===== config.mk =====
export PLATFORM = sky130hd
export DESIGN_NAME = jk_excitation_driver
export DESIGN_NICKNAME = d
export VERILOG_FILES = /design/src/rtl/jk_excitation_driver.sv
export SDC_FILE = /design/constraint.sdc
export NUM_CORES = 1
export LEC_CHECK = 0
export CORE_MARGIN = 2
export CORE_UTILIZATION = 30
export DETAILED_ROUTE_END_ITERATION = 8
export SYNTH_ARGS = -nofsm -noshare
export SYNTH_HDL_FRONTEND = slang
export SYNTH_SLANG_ARGS = --single-unit

===== constraint.sdc =====
create_clock -name clk -period 5.4 [get_ports clk]
set_input_delay 1.08 -clock clk [delete_from_list [all_inputs] [get_ports clk]]
set_output_delay 1.08 -clock clk [all_outputs]
set_load 0.005 [all_outputs]

===== src/rtl/jk_excitation_driver.sv =====
// Converts a frame of target Q bits into registered JK excitation for an attached
// flop, then checks the flop feedback against each target bit and reports per frame.
module jk_excitation_driver #(
  parameter int WIDTH = 16,
  parameter int LEN_W = $clog2(WIDTH + 1)
) (
  input  logic             clk,
  input  logic             reset_n,
  input  logic             pat_valid,
  output logic             pat_ready,
  input  logic [WIDTH-1:0] pat_bits,
  input  logic [LEN_W-1:0] pat_len,
  input  logic             toggle_pref,
  output logic             j,
  output logic             k,
  input  logic             q_fb,
  output logic             done,
  output logic             mismatch,
  output logic [LEN_W-1:0] err_cnt,
  output logic [LEN_W-1:0] first_err_idx
);

  typedef enum logic [1:0] {
    S_IDLE  = 2'd0,
    S_DRIVE = 2'd1,
    S_DRAIN = 2'd2
  } state_t;

  localparam logic [LEN_W-1:0] LEN_ZERO = {LEN_W{1'b0}};
  localparam logic [LEN_W-1:0] LEN_ONE  = LEN_W'(1);
  localparam logic [LEN_W-1:0] LEN_TWO  = LEN_W'(2);
  localparam logic [LEN_W-1:0] LEN_MAX  = LEN_W'(WIDTH);

  state_t           state_q, state_d;
  logic [WIDTH-1:0] bits_q, bits_d;
  logic [LEN_W-1:0] len_q, len_d;
  logic             tog_q, tog_d;
  logic [LEN_W-1:0] idx_q, idx_d;
  logic             j_q, j_d, k_q, k_d, done_q, done_d;
  logic             mismatch_q, mismatch_d;
  logic [LEN_W-1:0] err_cnt_q, err_cnt_d, first_q, first_d;

  logic             accept_s;
  logic [LEN_W-1:0] len_clamp_s;
  logic             cmp_en_s;
  logic             cmp_fail_s;
  logic [LEN_W-1:0] cmp_idx_s;
  logic [1:0]       jk_s;

  // {j,k} that moves present state p to target t, resolving don't-cares by preference
  function automatic logic [1:0] excite(input logic p, input logic t, input logic tog);
    logic [1:0] jk;
    case ({tog, p, t})
      3'b000:  jk = 2'b00;
      3'b001:  jk = 2'b10;
      3'b010:  jk = 2'b01;
      3'b011:  jk = 2'b00;
      3'b100:  jk = 2'b01;
      3'b101:  jk = 2'b11;
      3'b110:  jk = 2'b11;
      3'b111:  jk = 2'b10;
      default: jk = 2'b00;
    endcase
    return jk;
  endfunction

  function automatic logic bit_at(input logic [WIDTH-1:0] v, input logic [LEN_W-1:0] i);
    logic [WIDTH-1:0] sh;
    sh = v >> i;
    return sh[0];
  endfunction

  assign pat_ready   = (state_q == S_IDLE) && reset_n;
  assign accept_s    = pat_valid && pat_ready;
  assign len_clamp_s = (pat_len > LEN_MAX) ? LEN_MAX : pat_len;

  // state register
  always_ff @(posedge clk) begin
    if (!reset_n) begin
      state_q <= S_IDLE;
    end else begin
      state_q <= state_d;
    end
  end

  // next-state logic
  always_comb begin
    state_d = state_q;
    case (state_q)
      S_IDLE: begin
        if (accept_s) begin
          state_d = (len_clamp_s == LEN_ZERO) ? S_DRAIN : S_DRIVE;
        end else begin
          state_d = S_IDLE;
        end
      end
      S_DRIVE: begin
        if (idx_q >= len_q) begin
          state_d = S_DRAIN;
        end else begin
          state_d = S_DRIVE;
        end
      end
      S_DRAIN: state_d = S_IDLE;
      default: state_d = S_IDLE;
    endcase
  end

  // excitation and compare: bit i is checked two edges after it is issued
  always_comb begin
    bits_d     = bits_q;
    len_d      = len_q;
    tog_d      = tog_q;
    idx_d      = idx_q;
    done_d     = 1'b0;
    mismatch_d = mismatch_q;
    err_cnt_d  = err_cnt_q;
    first_d    = first_q;
    cmp_en_s   = 1'b0;
    cmp_idx_s  = LEN_ZERO;
    jk_s       = 2'b00;
    case (state_q)
      S_IDLE: begin
        if (accept_s) begin
          bits_d     = pat_bits;
          len_d      = len_clamp_s;
          tog_d      = toggle_pref;
          idx_d      = LEN_ONE;
          mismatch_d = 1'b0;
          err_cnt_d  = LEN_ZERO;
          first_d    = LEN_ZERO;
          if (len_clamp_s != LEN_ZERO) begin
            jk_s = excite(q_fb, pat_bits[0], toggle_pref);
          end else begin
            jk_s = 2'b00;
          end
        end else begin
          idx_d = idx_q;
        end
      end
      S_DRIVE: begin
        if (idx_q < len_q) begin
          jk_s  = excite(bit_at(bits_q, idx_q - LEN_ONE), bit_at(bits_q, idx_q), tog_q);
          idx_d = idx_q + LEN_ONE;
        end else begin
          jk_s = 2'b00;
        end
        if (idx_q >= LEN_TWO) begin
          cmp_en_s  = 1'b1;
          cmp_idx_s = idx_q - LEN_TWO;
        end else begin
          cmp_en_s = 1'b0;
        end
      end
      S_DRAIN: begin
        done_d = 1'b1;
        if (len_q != LEN_ZERO) begin
          cmp_en_s  = 1'b1;
          cmp_idx_s = len_q - LEN_ONE;
        end else begin
          cmp_en_s = 1'b0;
        end
      end
      default: begin
        jk_s = 2'b00;
      end
    endcase
    {j_d, k_d} = jk_s;
    cmp_fail_s = cmp_en_s && (q_fb != bit_at(bits_q, cmp_idx_s));
    err_cnt_d  = cmp_fail_s ? (err_cnt_q + LEN_ONE) : err_cnt_d;
    first_d    = (cmp_fail_s && !mismatch_q) ? cmp_idx_s : first_d;
    mismatch_d = cmp_fail_s ? 1'b1 : mismatch_d;
  end

  // datapath and output registers
  always_ff @(posedge clk) begin
    if (!reset_n) begin
      bits_q     <= {WIDTH{1'b0}};
      len_q      <= LEN_ZERO;
      tog_q      <= 1'b0;
      idx_q      <= LEN_ZERO;
      j_q        <= 1'b0;
      k_q        <= 1'b0;
      done_q     <= 1'b0;
      mismatch_q <= 1'b0;
      err_cnt_q  <= LEN_ZERO;
      first_q    <= LEN_ZERO;
    end else begin
      bits_q     <= bits_d;
      len_q      <= len_d;
      tog_q      <= tog_d;
      idx_q      <= idx_d;
      j_q        <= j_d;
      k_q        <= k_d;
      done_q     <= done_d;
      mismatch_q <= mismatch_d;
      err_cnt_q  <= err_cnt_d;
      first_q    <= first_d;
    end
  end

  assign j             = j_q;
  assign k             = k_q;
  assign done          = done_q;
  assign mismatch      = mismatch_q;
  assign err_cnt       = err_cnt_q;
  assign first_err_idx = first_q;

endmodule


==> results of run 1 <==
cell type report:
class	count	area [sq um]	share of cell area
multi-input combinational	244	1740	0.528
timing repair buffer	43	423	0.129
clock inverter	1	5.00	0.00152
sequential	43	861	0.262
inverter	14	52.6	0.0160
clock buffer	7	76.3	0.0232
tap	108	135	0.0411
registers in the layout, indices dropped and copies added (netlist names):
signal         cells
j                  1
first_err_idx      5
bits_q            16
len_q              5
k                  1
err_cnt            5
mismatch           1
done               1
idx_q              5
state_q            2
tog_q              1
worst paths after layout:
path | start | to | slack, ns
worst max-delay path | idx_q[1]$_SDFFE_PN0P_ | first_err_idx[3]$_SDFFE_PN0P_ | 1.30
worst min register to register | first_err_idx[1]$_SDFFE_PN0P_ | first_err_idx[1]$_SDFFE_PN0P_ | 0.47
worst max register to register | idx_q[1]$_SDFFE_PN0P_ | first_err_idx[3]$_SDFFE_PN0P_ | 1.30
worst min-delay path | first_err_idx[1]$_SDFFE_PN0P_ | first_err_idx[1]$_SDFFE_PN0P_ | 0.47
critical path: stages, from the launching register on:
cell	delay [ns]
dfxtp_1	0.63
inv_1	0.15
ha_1	0.27
nor3b_2	0.21
a211o_2	0.36
a21boi_0	0.44
nand3b_1	0.18
a211oi_1	0.05
nor4_1	0.40
mux2i_1	0.70
and2b_1	0.39
mux2i_1	0.25
power by group:
group | internal (uW) | leakage, uW | switching [uW]
logic | 73.7 | 0.000804 | 69.8
clock network | 91.0 | 0.0000422 | 114
registers | 333 | 0.000351 | 21.1
total | 497 | 0.00120 | 205
kinds of logic after synthesis:
| group | Yosys count | share of synthesized area |
|---|---|---|
| AOI/OAI and AO/OA | 57 | 0.151 |
| xor gates and xnor gates | 8 | 0.0255 |
| adders and majority gates | 15 | 0.0684 |
| buffers and inverters | 32 | 0.0542 |
| DFF | 43 | 0.314 |
| muxes | 25 | 0.134 |
| and+or+nand+nor | 139 | 0.253 |
through the flow:
step | area (sq um) | hold WS, ns | util | setup slack [ns]
after floorplan | 2750 | 0.445 | - | 2.28
after global placement | 3210 | 0.455 | 0.364 | 1.54
after detailed placement | 3210 | 0.461 | 0.364 | 1.35
after CTS | 3290 | 0.475 | 0.373 | 1.30
after global routing | 3290 | 0.505 | 0.373 | 0.944
final | 3290 | 0.474 | 0.373 | 1.30
routing by layer:
metal | vias to the layer above | track usage
met5 | - | 0
met4 | 0 | 0.0411
met3 | 9 | 0.0323
met2 | 50 | 0.243
met1 | 1152 | 0.189
li1 | 1207 | -
layout by cell type (no fill, tap or decap), types with 6 or more instances in the layout:
master	synthesis	final
dfxtp_1	43	43
o21a_1	6	6
ha_1	15	15
nor2_1	21	21
nand3b_1	8	8
mux2i_1	12	12
nand2_1	51	51
a21oi_1	10	10
o21ai_0	9	9
inv_1	13	13
clkdlybuf4s50_1	0	40
nand3_1	31	31
mux4_2	9	9
Yosys cell counts, types with 2 or more instances:
library cell	n	area, sq um
a221oi_1	2	17.5
nor4_1	2	12.5
clkbuf_1	9	33.8
a311oi_1	4	35.0
mux4_2	9	203
mux2i_1	12	120
or4_1	2	15.0
mux2_2	3	33.8
nor2b_1	2	12.5
a211oi_1	5	37.5
buf_6	2	22.5
a21boi_0	3	22.5
nand3_1	31	155
o21a_1	6	45.0
a32oi_1	2	17.5
nand2b_1	2	12.5
ha_1	15	188
xor2_1	4	35.0
buf_2	2	10.0
inv_1	13	48.8
and3_1	2	12.5
dfxtp_1	43	861
a31oi_1	2	12.5
and2_1	2	12.5
nor2_1	21	78.8
nor3_1	5	25.0
a21oi_1	10	50.1
nand2_1	51	191
buf_1	2	7.51
xnor2_1	4	35.0
o31ai_1	5	37.5
nand3b_1	8	60.1
buf_4	3	22.5
o21ai_0	9	45.0
or2_2	2	12.5
==> summary.md, run 1 <==
| Metric | Value |
|---|---|
| Status | `finished clean` |
| Unrepaired setup endpoints after global routing | `false` |
| WP data arrival | `4.32 ns` |
| Post-Syn Nets | `360` |
| Die Area | `0.00993 sq mm` |
| CP startpoint kind | `flop` |
| Endpoints failing setup | `0` |
| Hold buffer count at CTS | `0` |
| Pwr per Cell Area | `214 mW/mm^2` |
| Critical Path RT | `5.63 ns` |
| Ys async rst share | `0` |
| Root Buffer Master | `clkbuf_8` |
| I/O pin count | `41` |
| PostCTS Resize Cnt | `0` |
| Initial antenna violation count | `0` |
| WL/cell | `15.0 microns` |
| Largest net degree at the start of global routing | `36` |
| Height of the chip | `99.7 microns` |
| Fin nets | `392` |
| Worst vdd ir | `0.109 mV` |
| Residual DRC | `0` |
| Antenna fix cells | `0` |
| WL final | `6920 microns` |
| Fillers | `930` |
| Clock-pin transition on the worst setup and hold timing paths | `0.08 ns` |
| Non-filler cells in the finished layout | `460` |
| FMAX | `244 MHz` |
| First-pass GRT wire length | `11600 microns` |
| Max Slew Vio Count | `0` |
| All-layer global routing usage | `0.145` |
| P_leak | `0.00120 uW` |
| PortBufs | `40` |
| Actual slew at the worst max-slew pin | `0.750 ns` |
| Avg Synthesized Cell Area | `8.61 sq um` |
| Post-layout min period | `4.10 ns` |
| Cell area after synthesis | `0.00275 sq mm` |
| Core footprint | `0.00881 sq mm` |
| Die span in x | `99.7 microns` |
| DP Wirelength | `5170 microns` |
| Reg2Reg Depth | `11` |
| Vias/cell | `5.26` |
| Seq/Total Area, Yosys | `0.314` |
| Clock latency on the worst-skew pair | `0.30 ns` |
| CTS H-tree depth | `2` |
| Worst min path class | `reg -> reg` |
| Site row count | `34` |
| Post-CTS Setup Bufs | `0` |
| Vias in the first global route | `2380` |
| Crit Path Class | `reg -> reg` |
| Synth Warn # | `0` |
| Most common flop cell mapped by yosys | `dfxtp_1` |
| Placer Congestion | `0.880` |
| Post-route ant nets | `0` |
| 1st-iter DRT viols | `129` |
| Final cycle utilization of the critical path | `0.759` |
| Layout area overhead | `19.8%` |
| Initial Util | `0.312` |
| Syn Inst Count | `319` |
| Overall power | `702 uW` |
| Share of layout cells above drive strength 1 | `0.0909` |
| Clock Skew | `0.00573 ns` |
| Detail Route met2 WL | `3290 microns` |
| Global route total overflow | `0` |
| Top layer in use | `met4` |
| Total CTS buffers | `5` |
| Crit-path max FO | `12` |
| Vias | `2418` |
| Longest Clk Path Bufs | `2` |
| CTS tree | `yes` |
| Drt first pass iters | `4` |
| CTS sink cnt | `43` |
| Fin. Hold Viols | `0` |
| Critical Path Sink Type | `flop` |
| Yosys reg bits | `43` |
| Setup tns final | `0 ns` |
| M1 wire length | `3240 microns` |
| Max_slew headroom | `0.486` |
| Cells after DPL | `452` |
| Max Cap Viol | `0` |
| Cell variety after synth | `55` |
| Hold depth | `2` |
| Number of flops mapped to enable cells by yosys | `0` |
| WL met3 | `260 microns` |
No activity file was read; power rests on OpenSTA's default activity.
==> run 2: changes to the inputs <==
==> constraint.sdc (replaced) <==
create_clock -name clk -period 3.4 [get_ports clk]
set_input_delay 0.68 -clock clk [delete_from_list [all_inputs] [get_ports clk]]
set_output_delay 0.68 -clock clk [all_outputs]
set_load 0.005 [all_outputs]
==> run 2 against run 1 <==
Non-clock buffer count is 9 higher. Clock power is 100% higher. Final cell count is 2.0% higher. Sequential share of layout area is 0.98 points lower. Count of clock-buffer cells in the layout is 1 lower.
==> summary.md, run 2 (synthesis results as in run 1) <==
| Metric | Value |
|---|---|
| Initial antenna violation count | `0 (unchanged)` |
| Vias/cell | `5.12 (-2.7%)` |
| Clock Skew | `0.00802 ns (+0.00229 ns)` |
| Crit Path Class | `reg -> reg` |
| Die Area | `0.00993 sq mm (unchanged)` |
| Actual slew at the worst max-slew pin | `0.428 ns (-0.322 ns)` |
| WL final | `6810 microns (-1.5%)` |
| Layout area overhead | `24.4%` |
| Pwr per Cell Area | `356 mW/mm^2 (+67%)` |
| Post-route ant nets | `0 (unchanged)` |
| CP Cell Sequence | `inv_1 -> ha_1 -> nor4b_2 -> nor3_2 -> or2_2 -> a221oi_1 -> a2111oi_2 -> nor4_2 -> mux2i_1 -> buf_4 -> mux2_2 -> nor2_1` |
| Share of layout cells above drive strength 1 | `0.127 (+0.0365)` |
| Total CTS buffers | `5 (unchanged)` |
| Endpoints failing setup | `0 (unchanged)` |
| Global route total overflow | `0 (unchanged)` |
| Overall power | `1210 uW (+73%)` |
| Worst vdd ir | `0.141 mV (+30%)` |
| Reg2Reg Launch Point | `len_q[0]$_SDFFE_PN0P_` |
| WP data arrival | `3.38 ns (-0.94 ns)` |
| I/O pin count | `41 (unchanged)` |
| CP startpoint | `len_q[0]$_SDFFE_PN0P_` |
| Fin nets | `401 (+2.3%)` |
| PortBufs | `40 (unchanged)` |
| First-pass GRT wire length | `11400 microns (-1.4%)` |
| Site row count | `34 (unchanged)` |
| Clock-pin transition on the worst setup and hold timing paths | `0.09 ns (about the same)` |
| Worst min path class | `reg -> reg` |
| DP Wirelength | `5060 microns (-2.2%)` |
| Max incr delay on CP | `0.39 ns (-0.31 ns)` |
| Max Cap Viol | `0 (unchanged)` |
| Max Slew Vio Count | `0 (unchanged)` |
| CP startpoint kind | `flop` |
| Final cycle utilization of the critical path | `0.921 (+0.162)` |
| Critical Path Sink Type | `flop` |
| Largest net degree at the start of global routing | `35 (-2.8%)` |
| Hold buffer count at CTS | `0 (unchanged)` |
| Slowest stage cell, crit path | `a221oi_1` |
| Die span in x | `99.7 microns (unchanged)` |
| Hold Path Origin | `first_err_idx[4]$_SDFFE_PN0P_` |
| Setup ws final | `0.268 ns (-1.03 ns)` |
| Longest Clk Path Bufs | `2 (unchanged)` |
| Vias | `2399 (-0.79%)` |
| Vias in the first global route | `2330 (-2.1%)` |
| Utilization after layout | `0.388 (+0.0145)` |
| DP Worst Slack | `0.109 ns (-1.24 ns)` |
| Antenna fix cells | `0 (unchanged)` |
| Height of the chip | `99.7 microns (unchanged)` |
| Clock latency on the worst-skew pair | `0.30 ns (about the same)` |
| Non-filler cells in the finished layout | `469 (+2.0%)` |
| Unrepaired setup endpoints after global routing | `false` |
| Max_slew headroom | `0.714 (+0.228)` |
| Status | `finished clean` |
| Initial Util | `0.312 (unchanged)` |
| CTS H-tree depth | `2 (unchanged)` |
| Most frequent cells in the layout | `nand2_1 (51), dfxtp_1 (43), clkdlybuf4s50_1 (40), nand3_1 (31), nor2_1 (21)` |
| All-layer global routing usage | `0.140 (-0.00498)` |
| FMAX | `319 MHz (+31%)` |
| Setup tns final | `0 ns (unchanged)` |
| P_leak | `0.00127 uW (+6.2%)` |
| Max FFs per register | `16 (unchanged)` |
| Most common cell after layout, fill and taps aside | `nand2_1` |
| Critical Path RT | `3.64 ns (-1.99 ns)` |
| Buf/Inv on CP | `2 (+1)` |
| Placer Congestion | `0.858 (-2.4%)` |
| Core footprint | `0.00881 sq mm (unchanged)` |
| 1st-iter DRT viols | `100 (-22%)` |
| Crit-path max FO | `11 (-1)` |
| Drt first pass iters | `4 (unchanged)` |
| WL/cell | `14.5 microns (-3.4%)` |
| Residual DRC | `0 (unchanged)` |
| CP top delay family | `simple AND/OR/NAND/NOR gates` |
| Post-layout min period | `3.13 ns (-0.965 ns)` |
| Biggest register | `bits_q` |
| Root Buffer Master | `clkbuf_8` |
| Cells after DPL | `461 (+2.0%)` |
| CTS tree | `yes` |
| CTS sink cnt | `43 (unchanged)` |
| Fin. Hold Viols | `0 (unchanged)` |
## run 2: cell type report
| class | instances | area [sq um] |
|---|---|---|
| Fill cell | 897 | 5390 |
| Multi-Input combinational cell | 244 | 1760 |
| Sequential cell | 43 | 861 |
| Timing Repair Buffer | 52 | 490 |
| Tap cell | 108 | 135 |
| Clock buffer | 6 | 82.6 |
| Inverter | 14 | 52.6 |
| Clock inverter | 2 | 35.0 |
## run 2: per-layer routing
layer  global-route usage  vias up  share of wire
met5                    0        -              0
met4               0.0358        0          0.011
met3               0.0225        8          0.044
met2                0.231       53           0.49
met1                0.192     1109           0.45
li1                     -     1229              -
## run 2: what timing repair did
action,CTS,global route
setup endpoints to repair,0,11
buffers inserted,0,0
resized for setup,0,6
## run 2: through the flow
| stage | instance area (sq um) | hold slack, ns |
|---|---|---|
| 3_3_place_gp | 3270 | 0.458 |
| 6_report | 3420 | 0.472 |
| 2_1_floorplan | 2750 | 0.445 |
| 3_5_place_dp | 3270 | 0.462 |
| 4_1_cts | 3390 | 0.478 |
| 5_1_grt | 3420 | 0.495 |
## run 2: where the power goes
part | switching (uW) | total, uW | internal, uW
Sequential | 25.3 | 554 | 528
Combinational | 119 | 241 | 122
Clock | 182 | 420 | 238
## run 2: final timing paths
| check | endpoint | slack (ns) | cells after the start |
|---|---|---|---|
| hold reg to reg | first_err_idx[4]$_SDFFE_PN0P_ | 0.47 | 2 |
| setup / recovery | err_cnt[0]$_SDFFE_PN0P_ | 0.27 | 12 |
| hold / removal | first_err_idx[4]$_SDFFE_PN0P_ | 0.47 | 2 |
| setup reg to reg | err_cnt[0]$_SDFFE_PN0P_ | 0.27 | 12 |
## run 2: worst min-delay path, delay by kind of cell, from the launching register on
family           cells  cell delay, ns
flip-flops           1            0.31
AND/OR/NAND/NOR      1            0.06
multiplexers         1            0.06
==> run 3: changes to the inputs <==
--- a/config.mk
+++ b/config.mk
@@ -8,6 +8,7 @@
 export CORE_MARGIN = 2
 export CORE_UTILIZATION = 30
 export DETAILED_ROUTE_END_ITERATION = 8
+export HOLD_SLACK_MARGIN = 0.05
 export SYNTH_ARGS = -nofsm -noshare
 export SYNTH_HDL_FRONTEND = slang
 export SYNTH_SLANG_ARGS = --single-unit
==> constraint.sdc (replaced) <==
create_clock -name clk -period 3.6 [get_ports clk]
set_input_delay 0.72 -clock clk [delete_from_list [all_inputs] [get_ports clk]]
set_output_delay 0.72 -clock clk [all_outputs]
set_load 0.005 [all_outputs]
==> run 3 against run 2 <==
Via count rose by 2.3%. Power fell by 13%. Count of clock-buffer cells in the layout rose by 1. Critical path type unchanged. Die area did not move. Register-to-register slack improved by 0.09 ns.
==> summary.md, run 3 (synthesis results as in run 1) <==
| Metric | Value |
|---|---|
| Share of layout cells above drive strength 1 | `0.109 (-0.0185)` |
| Global route total overflow | `0 (unchanged)` |
| Non-filler cells in the finished layout | `466 (-0.64%)` |
| PortBufs | `40 (unchanged)` |
| WL final | `6910 microns (+1.4%)` |
| Critical Path Sink Type | `flop` |
| Crit Path Class | `reg -> reg` |
| I/O pin count | `41 (unchanged)` |
| Crit-path max FO | `11 (unchanged)` |
| Fillers | `888 (-1.0%)` |
| 1st-iter DRT viols | `171 (+71%)` |
| Placer Congestion | `0.955 (+11%)` |
| Clock Skew | `0.00343 ns (-0.00459 ns)` |
| Most common cell after layout, fill and taps aside | `nand2_1` |
| Fin nets | `398 (-0.75%)` |
| CTS tree | `yes` |
| Setup tns final | `0 ns (unchanged)` |
| Residual DRC | `0 (unchanged)` |
| Final cycle utilization of the critical path | `0.902 (-0.0193)` |
| Max_slew headroom | `0.664 (-0.0497)` |
| DP Worst Slack | `0.292 ns (+0.183 ns)` |
| Initial antenna violation count | `0 (unchanged)` |
| Critical Path RT | `3.84 ns (+0.20 ns)` |
| Post-route ant nets | `0 (unchanged)` |
| P_leak | `0.00123 uW (-3.3%)` |
| Endpoints failing setup | `0 (unchanged)` |
| Post-layout min period | `3.25 ns (+0.115 ns)` |
| Site row count | `34 (unchanged)` |
| Vias | `2454 (+2.3%)` |
| CP startpoint kind | `flop` |
| First-pass GRT wire length | `11500 microns (+0.36%)` |
| Height of the chip | `99.7 microns (unchanged)` |
| Setup ws final | `0.353 ns (+0.0851 ns)` |
| Max Slew Vio Count | `0 (unchanged)` |
| Unrepaired setup endpoints after global routing | `false` |
| Pwr per Cell Area | `316 mW/mm^2 (-11%)` |
| Drt first pass iters | `4 (unchanged)` |
| Most frequent cells in the layout | `nand2_1 (51), dfxtp_1 (43), clkdlybuf4s50_1 (40), nand3_1 (31), nor2_1 (21)` |
| Layout area overhead | `21.6%` |
| Total CTS buffers | `5 (unchanged)` |
| Vias/cell | `5.27 (+3.0%)` |
| Biggest register | `bits_q` |
| All-layer global routing usage | `0.142 (+0.00172)` |
| Largest net degree at the start of global routing | `35 (unchanged)` |
| Vias in the first global route | `2296 (-1.5%)` |
| Post-CTS Setup Bufs | `0 (unchanged)` |
| DP Wirelength | `5230 microns (+3.5%)` |
| Antenna fix cells | `0 (unchanged)` |
| Die Area | `0.00993 sq mm (unchanged)` |
| Clock latency on the worst-skew pair | `0.30 ns (about the same)` |
| Max FFs per register | `16 (unchanged)` |
| GR Util met1 | `0.194 (+0.00215)` |
| WL/cell | `14.8 microns (+2.1%)` |
| Utilization after layout | `0.379 (-0.00881)` |
| WP data arrival | `3.49 ns (+0.11 ns)` |
| Fin. Hold Viols | `0 (unchanged)` |
| GRT met2 Usage | `0.230 (-0.00156)` |
| Worst vdd ir | `0.185 mV (+31%)` |
| Cells after DPL | `458 (-0.65%)` |
| Hold buffer count at CTS | `0 (unchanged)` |
| FMAX | `308 MHz (-3.5%)` |
| Core footprint | `0.00881 sq mm (unchanged)` |
| CTS H-tree depth | `2 (unchanged)` |
| Die span in x | `99.7 microns (unchanged)` |
| Grt met3 use | `0.0253 (+0.00281)` |
| CTS sink cnt | `43 (unchanged)` |
| GRT busiest layer | `met2` |
| Longest Clk Path Bufs | `2 (unchanged)` |
| Actual slew at the worst max-slew pin | `0.499 ns (+0.0704 ns)` |
| Max Cap Viol | `0 (unchanged)` |
| Clock-pin transition on the worst setup and hold timing paths | `0.08 ns (about the same)` |
| Root Buffer Master | `clkbuf_8` |
| Worst min path class | `reg -> reg` |
| Status | `finished clean` |
| Initial Util | `0.312 (unchanged)` |
## run 3: path summary, 6_finish.rpt
path	start	endpoint	slack, ns	cells after the start
max	len_q[0]$_SDFFE_PN0P_	err_cnt[0]$_SDFFE_PN0P_	0.35	12
min	first_err_idx[0]$_SDFFE_PN0P_	first_err_idx[0]$_SDFFE_PN0P_	0.48	2
max reg2reg	len_q[0]$_SDFFE_PN0P_	err_cnt[0]$_SDFFE_PN0P_	0.35	12
min reg2reg	first_err_idx[0]$_SDFFE_PN0P_	first_err_idx[0]$_SDFFE_PN0P_	0.48	2
## run 3: layout make-up
cell class              count  area (sq um)  share of cell area
multi-input cells         244          1740               0.521
flip-flops and latches     43           861               0.258
repair buffers             49           468               0.140
well taps                 108           135              0.0405
clock buffers               7          76.3              0.0229
inverters                  14          52.6              0.0157
clock inverters             1          5.00             0.00150
## run 3: worst max-delay path, cell delays in order (launching register included)
cell and delay (ns):
dfxtp_1 0.42, inv_1 0.11, ha_1 0.27, nor4b_2 0.20, nor3_2 0.25, o21ai_0 0.25, a311oi_1 0.32, a2111oi_1 0.09
nor4_1 0.39, mux2i_1 0.28, buf_4 0.20, mux2_2 0.34, nor2_1 0.08
## run 3: through the flow
stage | hold WS [ns] | power [uW] | instance area [sq um]
2_1_floorplan | 0.445 | 679 | 2750
3_3_place_gp | 0.460 | 758 | 3250
3_5_place_dp | 0.474 | 762 | 3250
4_1_cts | 0.485 | 1070 | 3330
5_1_grt | 0.494 | 1110 | 3340
6_report | 0.479 | 1060 | 3340
## run 3: what timing repair did
item	4_1_cts	5_1_grt
resized for setup	0	1
endpoints found under the setup margin	0	1
hold endpoints to repair	0	0
## run 3: power breakdown
group	switching, uW	internal (uW)
registers	24.0	499
clock network	168	136
logic	114	115
total	306	750
## run 3: routing by layer
layer  vias up  routed length (microns)
li1       1224                        -
met1      1175                     3230
met2        47                     3300
met3         8                      291
met4         0                       82
met5         -                        0
